File: config.mk
export PLATFORM = sky130hd
export DESIGN_NAME = sx_writeback_stage_flat
export DESIGN_NICKNAME = d
export VERILOG_FILES = /design/src/rtl/sx_writeback_stage_if.sv /design/src/rtl/sx_writeback_stage.sv /design/src/flat_wrapper.sv
export SDC_FILE = /design/constraint.sdc
export NUM_CORES = 2
export LEC_CHECK = 0
export CAP_MARGIN = 5
export CORE_AREA = 2 2 671 673
export CTS_BUF_LIST = sky130_fd_sc_hd__clkbuf_8
export CTS_CLUSTER_SIZE = 25
export DETAILED_ROUTE_END_ITERATION = 6
export DIE_AREA = 0 0 673 675
export DONT_BUFFER_PORTS = 1
export GPL_TIMING_DRIVEN = 1
export HOLD_SLACK_MARGIN = 0.15
export PLACE_DENSITY = 0.3
export SYNTH_ARGS = -nofsm -noshare
export SYNTH_HDL_FRONTEND = slang
export SYNTH_SLANG_ARGS = --single-unit
File: constraint.sdc
create_clock -name clk -period 6.6 [get_ports clk]
set_input_delay 1.32 -clock clk [delete_from_list [all_inputs] [get_ports clk]]
set_output_delay 1.32 -clock clk [all_outputs]
set_load 0.1 [all_outputs]
File: src/rtl/sx_writeback_stage_if.sv
// Bundle of execute-pipe, memory-pipe and writeback signals for sx_writeback_stage.
// The master side drives the sx_*/dd_* pipeline outputs and observes wb_*;
// the slave side (the writeback stage) consumes sx_*/dd_* and produces wb_*.
interface sx_writeback_stage_if #(
  parameter int NUM_THREADS  = 4,
  parameter int VECTOR_LANES = 16
);
  localparam int T = (NUM_THREADS > 1) ? $clog2(NUM_THREADS) : 1;
  localparam int W = 32 * VECTOR_LANES;

  // Single-cycle execute pipeline output
  logic                    sx_instruction_valid;
  logic [T-1:0]            sx_thread_idx;
  logic                    sx_has_dest;
  logic                    sx_dest_is_vector;
  logic [4:0]              sx_dest_reg;
  logic [W-1:0]            sx_result;
  logic [VECTOR_LANES-1:0] sx_mask_value;
  logic                    sx_rollback_en;
  logic [31:0]             sx_rollback_pc;
  logic                    sx_is_eret;

  // Memory pipeline output
  logic                    dd_instruction_valid;
  logic [T-1:0]            dd_thread_idx;
  logic                    dd_has_dest;
  logic                    dd_dest_is_vector;
  logic [4:0]              dd_dest_reg;
  logic [W-1:0]            dd_result;
  logic [VECTOR_LANES-1:0] dd_mask_value;
  logic                    dd_rollback_en;
  logic [31:0]             dd_rollback_pc;

  // Writeback / retire outputs
  logic                    wb_writeback_en;
  logic [T-1:0]            wb_writeback_thread_idx;
  logic                    wb_writeback_is_vector;
  logic [4:0]              wb_writeback_reg;
  logic [W-1:0]            wb_writeback_value;
  logic [VECTOR_LANES-1:0] wb_writeback_mask;
  logic                    wb_rollback_en;
  logic [T-1:0]            wb_rollback_thread_idx;
  logic [31:0]             wb_rollback_pc;
  logic                    wb_eret;
  logic                    wb_retire;
  logic                    wb_overflow;

  modport master (
    output sx_instruction_valid, sx_thread_idx, sx_has_dest, sx_dest_is_vector,
           sx_dest_reg, sx_result, sx_mask_value, sx_rollback_en, sx_rollback_pc,
           sx_is_eret,
    output dd_instruction_valid, dd_thread_idx, dd_has_dest, dd_dest_is_vector,
           dd_dest_reg, dd_result, dd_mask_value, dd_rollback_en, dd_rollback_pc,
    input  wb_writeback_en, wb_writeback_thread_idx, wb_writeback_is_vector,
           wb_writeback_reg, wb_writeback_value, wb_writeback_mask,
           wb_rollback_en, wb_rollback_thread_idx, wb_rollback_pc,
           wb_eret, wb_retire, wb_overflow
  );

  modport slave (
    input  sx_instruction_valid, sx_thread_idx, sx_has_dest, sx_dest_is_vector,
           sx_dest_reg, sx_result, sx_mask_value, sx_rollback_en, sx_rollback_pc,
           sx_is_eret,
    input  dd_instruction_valid, dd_thread_idx, dd_has_dest, dd_dest_is_vector,
           dd_dest_reg, dd_result, dd_mask_value, dd_rollback_en, dd_rollback_pc,
    output wb_writeback_en, wb_writeback_thread_idx, wb_writeback_is_vector,
           wb_writeback_reg, wb_writeback_value, wb_writeback_mask,
           wb_rollback_en, wb_rollback_thread_idx, wb_rollback_pc,
           wb_eret, wb_retire, wb_overflow
  );
endinterface

File: src/rtl/sx_writeback_stage.sv
// Writeback/retire stage: arbitrates the execute (sx) and memory (dd) pipes onto
// one register-file write port and one rollback port. A one-entry skid buffer
// holds an sx instruction that lost arbitration to dd, and per-thread squash
// counters discard a thread's results for a few cycles after its rollback.
module sx_writeback_stage #(
  parameter int NUM_THREADS   = 4,
  parameter int VECTOR_LANES  = 16,
  parameter int SQUASH_CYCLES = 2
) (
  input logic clk,
  input logic reset_n,
  sx_writeback_stage_if.slave bus
);
  localparam int T = (NUM_THREADS > 1) ? $clog2(NUM_THREADS) : 1;
  localparam int W = 32 * VECTOR_LANES;

  typedef struct packed {
    logic [T-1:0]            thread_idx;
    logic                    has_dest;
    logic                    dest_is_vector;
    logic [4:0]              dest_reg;
    logic [W-1:0]            result;
    logic [VECTOR_LANES-1:0] mask_value;
    logic                    rollback_en;
    logic [31:0]             rollback_pc;
    logic                    is_eret;
  } entry_t;

  entry_t     sx_entry;
  entry_t     dd_entry;
  entry_t     skid;
  entry_t     cand;
  logic       skid_valid;
  logic [2:0] squash_cnt [NUM_THREADS];

  logic cand_valid;
  logic cand_ok;
  logic rollback_issue;
  logic skid_drained;
  logic skid_dropped;
  logic skid_free;
  logic sx_needs_skid;
  logic sx_same_rb_thread;
  logic skid_load;
  logic overflow_event;

  // Gather each pipe's fields into a common entry format; dd never carries eret
  always_comb begin
    sx_entry.thread_idx     = bus.sx_thread_idx;
    sx_entry.has_dest       = bus.sx_has_dest;
    sx_entry.dest_is_vector = bus.sx_dest_is_vector;
    sx_entry.dest_reg       = bus.sx_dest_reg;
    sx_entry.result         = bus.sx_result;
    sx_entry.mask_value     = bus.sx_mask_value;
    sx_entry.rollback_en    = bus.sx_rollback_en;
    sx_entry.rollback_pc    = bus.sx_rollback_pc;
    sx_entry.is_eret        = bus.sx_is_eret;
    dd_entry.thread_idx     = bus.dd_thread_idx;
    dd_entry.has_dest       = bus.dd_has_dest;
    dd_entry.dest_is_vector = bus.dd_dest_is_vector;
    dd_entry.dest_reg       = bus.dd_dest_reg;
    dd_entry.result         = bus.dd_result;
    dd_entry.mask_value     = bus.dd_mask_value;
    dd_entry.rollback_en    = bus.dd_rollback_en;
    dd_entry.rollback_pc    = bus.dd_rollback_pc;
    dd_entry.is_eret        = 1'b0;
  end

  // Pick this cycle's candidate (dd, then skid, then sx), apply squash, and decide skid fate
  always_comb begin
    cand       = sx_entry;
    cand_valid = 1'b0;
    if (bus.dd_instruction_valid) begin
      cand       = dd_entry;
      cand_valid = 1'b1;
    end else if (skid_valid) begin
      cand       = skid;
      cand_valid = 1'b1;
    end else if (bus.sx_instruction_valid) begin
      cand       = sx_entry;
      cand_valid = 1'b1;
    end

    cand_ok        = cand_valid && (squash_cnt[cand.thread_idx] == 3'd0);
    rollback_issue = cand_ok && cand.rollback_en;

    // The skid entry leaves either by being the candidate or by belonging to
    // the thread that dd is rolling back right now.
    skid_drained = skid_valid && !bus.dd_instruction_valid;
    skid_dropped = skid_valid && bus.dd_instruction_valid && rollback_issue &&
                   (skid.thread_idx == cand.thread_idx);
    skid_free    = !skid_valid || skid_drained || skid_dropped;

    // An sx that is not the candidate must wait in the skid buffer unless its
    // thread is being rolled back this cycle, in which case it is discarded.
    sx_needs_skid     = bus.sx_instruction_valid &&
                        (bus.dd_instruction_valid || skid_valid);
    sx_same_rb_thread = rollback_issue && (bus.sx_thread_idx == cand.thread_idx);
    skid_load         = sx_needs_skid && !sx_same_rb_thread && skid_free;
    overflow_event    = sx_needs_skid && !sx_same_rb_thread && !skid_free;
  end

  // Skid buffer occupancy and contents
  always_ff @(posedge clk or negedge reset_n) begin
    if (!reset_n) begin
      skid_valid <= 1'b0;
      skid       <= '0;
    end else begin
      skid_valid <= skid_load || !skid_free;
      if (skid_load) begin
        skid <= sx_entry;
      end
    end
  end

  // Per-thread squash windows: reload on rollback, otherwise count down to zero
  always_ff @(posedge clk or negedge reset_n) begin
    if (!reset_n) begin
      for (int t = 0; t < NUM_THREADS; t++) begin
        squash_cnt[t] <= 3'd0;
      end
    end else begin
      for (int t = 0; t < NUM_THREADS; t++) begin
        if (rollback_issue && (cand.thread_idx == T'(t))) begin
          squash_cnt[t] <= 3'(SQUASH_CYCLES);
        end else if (squash_cnt[t] != 3'd0) begin
          squash_cnt[t] <= squash_cnt[t] - 3'd1;
        end
      end
    end
  end

  // Registered retire, write and rollback outputs for the surviving candidate
  always_ff @(posedge clk or negedge reset_n) begin
    if (!reset_n) begin
      bus.wb_writeback_en         <= 1'b0;
      bus.wb_writeback_thread_idx <= '0;
      bus.wb_writeback_is_vector  <= 1'b0;
      bus.wb_writeback_reg        <= '0;
      bus.wb_writeback_value      <= '0;
      bus.wb_writeback_mask       <= '0;
      bus.wb_rollback_en          <= 1'b0;
      bus.wb_rollback_thread_idx  <= '0;
      bus.wb_rollback_pc          <= '0;
      bus.wb_eret                 <= 1'b0;
      bus.wb_retire               <= 1'b0;
    end else begin
      bus.wb_writeback_en <= cand_ok && cand.has_dest;
      bus.wb_rollback_en  <= rollback_issue;
      bus.wb_eret         <= rollback_issue && cand.is_eret;
      bus.wb_retire       <= cand_ok;
      if (cand_ok) begin
        bus.wb_writeback_thread_idx <= cand.thread_idx;
        bus.wb_writeback_is_vector  <= cand.dest_is_vector;
        bus.wb_writeback_reg        <= cand.dest_reg;
        bus.wb_writeback_value      <= cand.result;
        bus.wb_writeback_mask       <= cand.dest_is_vector ? cand.mask_value : '1;
        bus.wb_rollback_thread_idx  <= cand.thread_idx;
        bus.wb_rollback_pc          <= cand.rollback_pc;
      end
    end
  end

  // Sticky overflow flag, cleared only by reset
  always_ff @(posedge clk or negedge reset_n) begin
    if (!reset_n) begin
      bus.wb_overflow <= 1'b0;
    end else if (overflow_event) begin
      bus.wb_overflow <= 1'b1;
    end
  end
endmodule
File: src/flat_wrapper.sv
// flat-port wrapper written by rule: the top's interface ports become plain ports
module sx_writeback_stage_flat 
#(
  parameter int NUM_THREADS   = 4,
  parameter int VECTOR_LANES  = 16,
  parameter int SQUASH_CYCLES = 2
)
  (clk, reset_n, bus_sx_instruction_valid, bus_sx_thread_idx, bus_sx_has_dest, bus_sx_dest_is_vector, bus_sx_dest_reg, bus_sx_result, bus_sx_mask_value, bus_sx_rollback_en, bus_sx_rollback_pc, bus_sx_is_eret, bus_dd_instruction_valid, bus_dd_thread_idx, bus_dd_has_dest, bus_dd_dest_is_vector, bus_dd_dest_reg, bus_dd_result, bus_dd_mask_value, bus_dd_rollback_en, bus_dd_rollback_pc, bus_wb_writeback_en, bus_wb_writeback_thread_idx, bus_wb_writeback_is_vector, bus_wb_writeback_reg, bus_wb_writeback_value, bus_wb_writeback_mask, bus_wb_rollback_en, bus_wb_rollback_thread_idx, bus_wb_rollback_pc, bus_wb_eret, bus_wb_retire, bus_wb_overflow);
  sx_writeback_stage_if #(.NUM_THREADS(NUM_THREADS), .VECTOR_LANES(VECTOR_LANES)) bus_i ();
  input logic clk;
  input logic reset_n;
  input wire logic [$bits(bus_i.sx_instruction_valid)-1:0] bus_sx_instruction_valid;
  input wire logic [$bits(bus_i.sx_thread_idx)-1:0] bus_sx_thread_idx;
  input wire logic [$bits(bus_i.sx_has_dest)-1:0] bus_sx_has_dest;
  input wire logic [$bits(bus_i.sx_dest_is_vector)-1:0] bus_sx_dest_is_vector;
  input wire logic [$bits(bus_i.sx_dest_reg)-1:0] bus_sx_dest_reg;
  input wire logic [$bits(bus_i.sx_result)-1:0] bus_sx_result;
  input wire logic [$bits(bus_i.sx_mask_value)-1:0] bus_sx_mask_value;
  input wire logic [$bits(bus_i.sx_rollback_en)-1:0] bus_sx_rollback_en;
  input wire logic [$bits(bus_i.sx_rollback_pc)-1:0] bus_sx_rollback_pc;
  input wire logic [$bits(bus_i.sx_is_eret)-1:0] bus_sx_is_eret;
  input wire logic [$bits(bus_i.dd_instruction_valid)-1:0] bus_dd_instruction_valid;
  input wire logic [$bits(bus_i.dd_thread_idx)-1:0] bus_dd_thread_idx;
  input wire logic [$bits(bus_i.dd_has_dest)-1:0] bus_dd_has_dest;
  input wire logic [$bits(bus_i.dd_dest_is_vector)-1:0] bus_dd_dest_is_vector;
  input wire logic [$bits(bus_i.dd_dest_reg)-1:0] bus_dd_dest_reg;
  input wire logic [$bits(bus_i.dd_result)-1:0] bus_dd_result;
  input wire logic [$bits(bus_i.dd_mask_value)-1:0] bus_dd_mask_value;
  input wire logic [$bits(bus_i.dd_rollback_en)-1:0] bus_dd_rollback_en;
  input wire logic [$bits(bus_i.dd_rollback_pc)-1:0] bus_dd_rollback_pc;
  output wire logic [$bits(bus_i.wb_writeback_en)-1:0] bus_wb_writeback_en;
  output wire logic [$bits(bus_i.wb_writeback_thread_idx)-1:0] bus_wb_writeback_thread_idx;
  output wire logic [$bits(bus_i.wb_writeback_is_vector)-1:0] bus_wb_writeback_is_vector;
  output wire logic [$bits(bus_i.wb_writeback_reg)-1:0] bus_wb_writeback_reg;
  output wire logic [$bits(bus_i.wb_writeback_value)-1:0] bus_wb_writeback_value;
  output wire logic [$bits(bus_i.wb_writeback_mask)-1:0] bus_wb_writeback_mask;
  output wire logic [$bits(bus_i.wb_rollback_en)-1:0] bus_wb_rollback_en;
  output wire logic [$bits(bus_i.wb_rollback_thread_idx)-1:0] bus_wb_rollback_thread_idx;
  output wire logic [$bits(bus_i.wb_rollback_pc)-1:0] bus_wb_rollback_pc;
  output wire logic [$bits(bus_i.wb_eret)-1:0] bus_wb_eret;
  output wire logic [$bits(bus_i.wb_retire)-1:0] bus_wb_retire;
  output wire logic [$bits(bus_i.wb_overflow)-1:0] bus_wb_overflow;
  assign bus_i.sx_instruction_valid = bus_sx_instruction_valid;
  assign bus_i.sx_thread_idx = bus_sx_thread_idx;
  assign bus_i.sx_has_dest = bus_sx_has_dest;
  assign bus_i.sx_dest_is_vector = bus_sx_dest_is_vector;
  assign bus_i.sx_dest_reg = bus_sx_dest_reg;
  assign bus_i.sx_result = bus_sx_result;
  assign bus_i.sx_mask_value = bus_sx_mask_value;
  assign bus_i.sx_rollback_en = bus_sx_rollback_en;
  assign bus_i.sx_rollback_pc = bus_sx_rollback_pc;
  assign bus_i.sx_is_eret = bus_sx_is_eret;
  assign bus_i.dd_instruction_valid = bus_dd_instruction_valid;
  assign bus_i.dd_thread_idx = bus_dd_thread_idx;
  assign bus_i.dd_has_dest = bus_dd_has_dest;
  assign bus_i.dd_dest_is_vector = bus_dd_dest_is_vector;
  assign bus_i.dd_dest_reg = bus_dd_dest_reg;
  assign bus_i.dd_result = bus_dd_result;
  assign bus_i.dd_mask_value = bus_dd_mask_value;
  assign bus_i.dd_rollback_en = bus_dd_rollback_en;
  assign bus_i.dd_rollback_pc = bus_dd_rollback_pc;
  assign bus_wb_writeback_en = bus_i.wb_writeback_en;
  assign bus_wb_writeback_thread_idx = bus_i.wb_writeback_thread_idx;
  assign bus_wb_writeback_is_vector = bus_i.wb_writeback_is_vector;
  assign bus_wb_writeback_reg = bus_i.wb_writeback_reg;
  assign bus_wb_writeback_value = bus_i.wb_writeback_value;
  assign bus_wb_writeback_mask = bus_i.wb_writeback_mask;
  assign bus_wb_rollback_en = bus_i.wb_rollback_en;
  assign bus_wb_rollback_thread_idx = bus_i.wb_rollback_thread_idx;
  assign bus_wb_rollback_pc = bus_i.wb_rollback_pc;
  assign bus_wb_eret = bus_i.wb_eret;
  assign bus_wb_retire = bus_i.wb_retire;
  assign bus_wb_overflow = bus_i.wb_overflow;
  sx_writeback_stage #(.NUM_THREADS(NUM_THREADS), .VECTOR_LANES(VECTOR_LANES), .SQUASH_CYCLES(SQUASH_CYCLES)) u_core (.clk(clk), .reset_n(reset_n), .bus(bus_i));
endmodule
==> results <==
- The net count of the mapped netlist is approximately 6,200.
- The area growth from synthesis to layout is 23.5%.
- The total overflow reported by the global router is 0.
- The detailed-placement wirelength estimate is 265,000 µm.
- The number of instances resized during post-cts repair is 0.
- The worst setup path is of the input pin to async pin kind.
- The number of standard cells after synthesis is 5,043.
- Using the TritonRoute via totals, the vias-per-cell ratio works out to ~3.5.
- The type of element capturing the critical path is an async pin.
- Ranked by total cell area, the synthesized netlist is headed by sky130_fd_sc_hd__dfrtp_1 (53%), sky130_fd_sc_hd__mux2i_1 (11%), sky130_fd_sc_hd__mux2_2 (7.9%), sky130_fd_sc_hd__o21ai_0 (5.3%), sky130_fd_sc_hd__a21oi_1 (5.1%).
- Dividing the final minimum period by the clock period gives 0.627.
- The leakage power of the design is 0.0285 µW.
- The final reports fail on DRC.
- Summing over every cut layer, the via total after detailed routing is 39,200.
- The largest registers in the layout are u_core.skid x571, u_core.bus.wb_writeback_value x512, u_core.bus.wb_rollback_pc x32.
- The maximum clock path buffer count is 4.
- The mean area per synthesized cell is approximately 11 µm².
- In this run, synthesis produced a sequential element count of 1,157.
- The post-placement cell count is between 10,000 and 15,000.
- The die covers 454,000 µm².
- Routability-driven placement finished with a final weighted congestion of 0.908.
- The first global-routing pass estimated 425,000 µm of wire.
- The detailed-route wire length is 334,000 µm.
- The startpoint type of the worst setup path is an input pin.
- The number of filler cells placed in the layout is 50,100.
- TritonCTS created 268 clock buffers.
- The register clock-pin slew on the reported worst setup and hold paths is ~0.060 ns.
- In this run the worst hold path is classified as input pin to async pin.
- Of the post-synthesis cell area, the dominant cell type holds 0.534.
- The total routing usage reported by global routing is 0.141.
- The final non-filler cell total is 11,300.
- The number of hold buffers added after CTS is 2.
- Between clock sinks in the finished design, the worst skew comes to 0.0771 ns.
- The multi-input combinational cells in the finished layout cover a total of 23,400 µm².
- The initial DRC count is 1,973.
- In the routed design, unresolved DRC markers number 4.
- The distinct cell type count of the synthesized netlist is 37.
- Leaving out fill and tap cells, the most frequent cell in the layout is sky130_fd_sc_hd__dfrtp_1.
- For the pin with the worst max-slew slack, the measured transition is between 1 and 1.5 ns.
- CTS placed an instance of sky130_fd_sc_hd__clkbuf_8 at the clock tree root.
- Yosys printed 0 warnings.
- The synthesized cell area is around 54,000 µm².
- Port buffering added 0 buffers.
- The library cells used most frequently in the layout, excluding fill and tap cells, are sky130_fd_sc_hd__dfrtp_1 (1,137), sky130_fd_sc_hd__nand2_1 (576), sky130_fd_sc_hd__o21ai_0 (574).
- Power spread over the standard cell area amounts to 666 nW/µm².
- The level count of the clock H-tree is 5.
- In this run the vertical extent of the chip is 675 µm.
- The die is 673 µm wide.
- The cell taking the most area after synthesis is sky130_fd_sc_hd__dfrtp_1.
- The max-slew violation total from the final report is 0.
- The total setup violations reported at the end of the flow is 0.
- The detail route stage leaves a number of antenna-violating nets equal to 0.
- The run finished, with violations left.
- The routed length per placed instance is 29.6 µm.
- The time the worst path needs with I/O delays and setup is 4.14 ns.
- Max-cap violations in this run came to 0.
- Setup repair after global routing left no endpoint under its margin.
- The worst slew margin relative to its limit is 0.0645.
- The worst-case IR drop observed on VDD is 277 µV.
- The count of final hold-check violations was 0.
- The first detailed-routing pass ran for 7 iterations.
- Derived from the worst setup path, the maximum achievable clock frequency is 242 MHz.
- The sum of negative setup slack is 0 ns.
- In this run the standard cell core region covers between 400,000 and 500,000 µm².
- The fraction of final layout cells with drive strength greater than 1 is 0.213.
- 1,720 I/O pins were placed.
- The endpoint required time on the critical path is ~7.5 ns.
- After floorplanning, the core was divided into 246 placement rows.
- The initial utilization of the core area, before any placement, comes to 0.121.
- The initial antenna violation count is 80.
- The setup fix buffers added after clock tree synthesis is 0.
- The flip-flop count of the largest register after layout is approximately 570.
- The TritonCTS clock tree is built.
- Counting flops per register, the top entry is u_core.skid.
- The area occupied by registers is about 29,000 µm².
- The number of nets in the finished design is about 6,300.
- The share of the yosys chip area belonging to registers is 0.534.
- The tree built by TritonCTS fans out to 1,157 sinks.
- Entering global routing, the biggest net connects between 200 and 300 pins.
- Along the worst path, the maximum fanout reaches between 150 and 200.
- The signal arrival time at the worst endpoint is 4.99 ns.
- The clock network latency to the later pin of the worst-skew pair is between 1 and 1.5 ns.
- The number of global-route vias before repair is 40,100.
[synth_stat cells, drive strengths merged]
library cell	instances
a211oi	2
a21o	2
a21oi	558
a2bb2oi	16
a41o	1
buf	186
clkbuf	195
clkinv	1
dfrtp	1157
ha	8
inv	15
mux2	572
mux2i	571
nand2	576
nand2b	1
nand3	2
nand3b	2
nor2	568
nor2b	2
nor3	7
o211a	1
o211ai	6
o21a	1
o21ai	577
o221ai	2
o22ai	1
or2	2
or3	1
xnor2	2
xor2	8
[stage by stage]
step	hold slack (ns)	utilization	setup WS, ns	instance area (µm²)	power [µW]
after CTS	0.151	0.150	2.65	66900	45700
after floorplan	0.458	-	3.37	54200	30600
after detailed placement	0.475	0.138	1.72	61700	36800
final	0.373	0.150	2.46	67000	44600
after global routing	0.212	0.150	2.17	67000	47200
after global placement	0.466	0.138	1.78	61700	36600
[final timing paths]
| kind | startpoint | to | slack, ns | cells past startpoint |
|---|---|---|---|---|
| setup / recovery | reset_n | u_core.bus.wb_writeback_value[226]$_DFFE_PN0P_ | 2.46 | 5 |
| hold / removal | reset_n | u_core.bus.wb_writeback_value[471]$_DFFE_PN0P_ | 0.37 | 1 |
| setup reg to reg | u_core.skid_valid$_DFF_PN0_ | u_core.skid[129]$_DFFE_PN0P_ | 2.74 | 8 |
| hold reg to reg | u_core.skid[526]$_DFFE_PN0P_ | u_core.skid[526]$_DFFE_PN0P_ | 0.48 | 1 |
| max in group clk | bus_dd_instruction_valid | u_core.skid[129]$_DFFE_PN0P_ | 2.70 | 9 |
| min in group clk | bus_sx_result[259] | u_core.skid[309]$_DFFE_PN0P_ | 0.40 | 1 |
[cell families (layout without fill, tap and decap cells)]
family / count (synthesis) / count (layout) / share of synthesized area
xor gates and xnor gates: 10 / 10 / 0.00161
adders and majority gates: 8 / 8 / 0.00185
DFF: 1157 / 1157 / 0.534
AOI/OAI and AO/OA: 1167 / 1167 / 0.110
and+or+nand+nor: 1161 / 1161 / 0.0810
other: 0 / 35 / 0
buffers and inverters: 397 / 647 / 0.0348
muxes: 1143 / 1143 / 0.237
[critical path, stage by stage]
cell	delay [ns]
sky130_fd_sc_hd__dlygate4sd3_1	0.75
sky130_fd_sc_hd__buf_16	0.29
sky130_fd_sc_hd__buf_16	0.60
sky130_fd_sc_hd__buf_16	0.72
sky130_fd_sc_hd__buf_16	0.68
[area by class of cell]
type / count / area share
diodes: 35 / 0.00131
flip-flops and latches: 1157 / 0.432
clock inverters: 142 / 0.0119
multi-input cells: 3489 / 0.350
well taps: 5952 / 0.111
clock buffers: 313 / 0.0643
inverters: 16 / 0.000896
repair buffers: 176 / 0.0285
[power breakdown]
part / internal [µW] / switching, µW
Clock: 4490 / 3960
Sequential: 10300 / 12600
Combinational: 4540 / 8740
[layer usage]
metal	routed length, µm	share of wire	GRT usage
met1	120000	0.36	0.149
met2	167000	0.50	0.247
met3	39600	0.12	0.0737
met4	7540	0.023	0.0315
met5	146	0.00044	0
No activity file was read; power rests on OpenSTA's default activity.
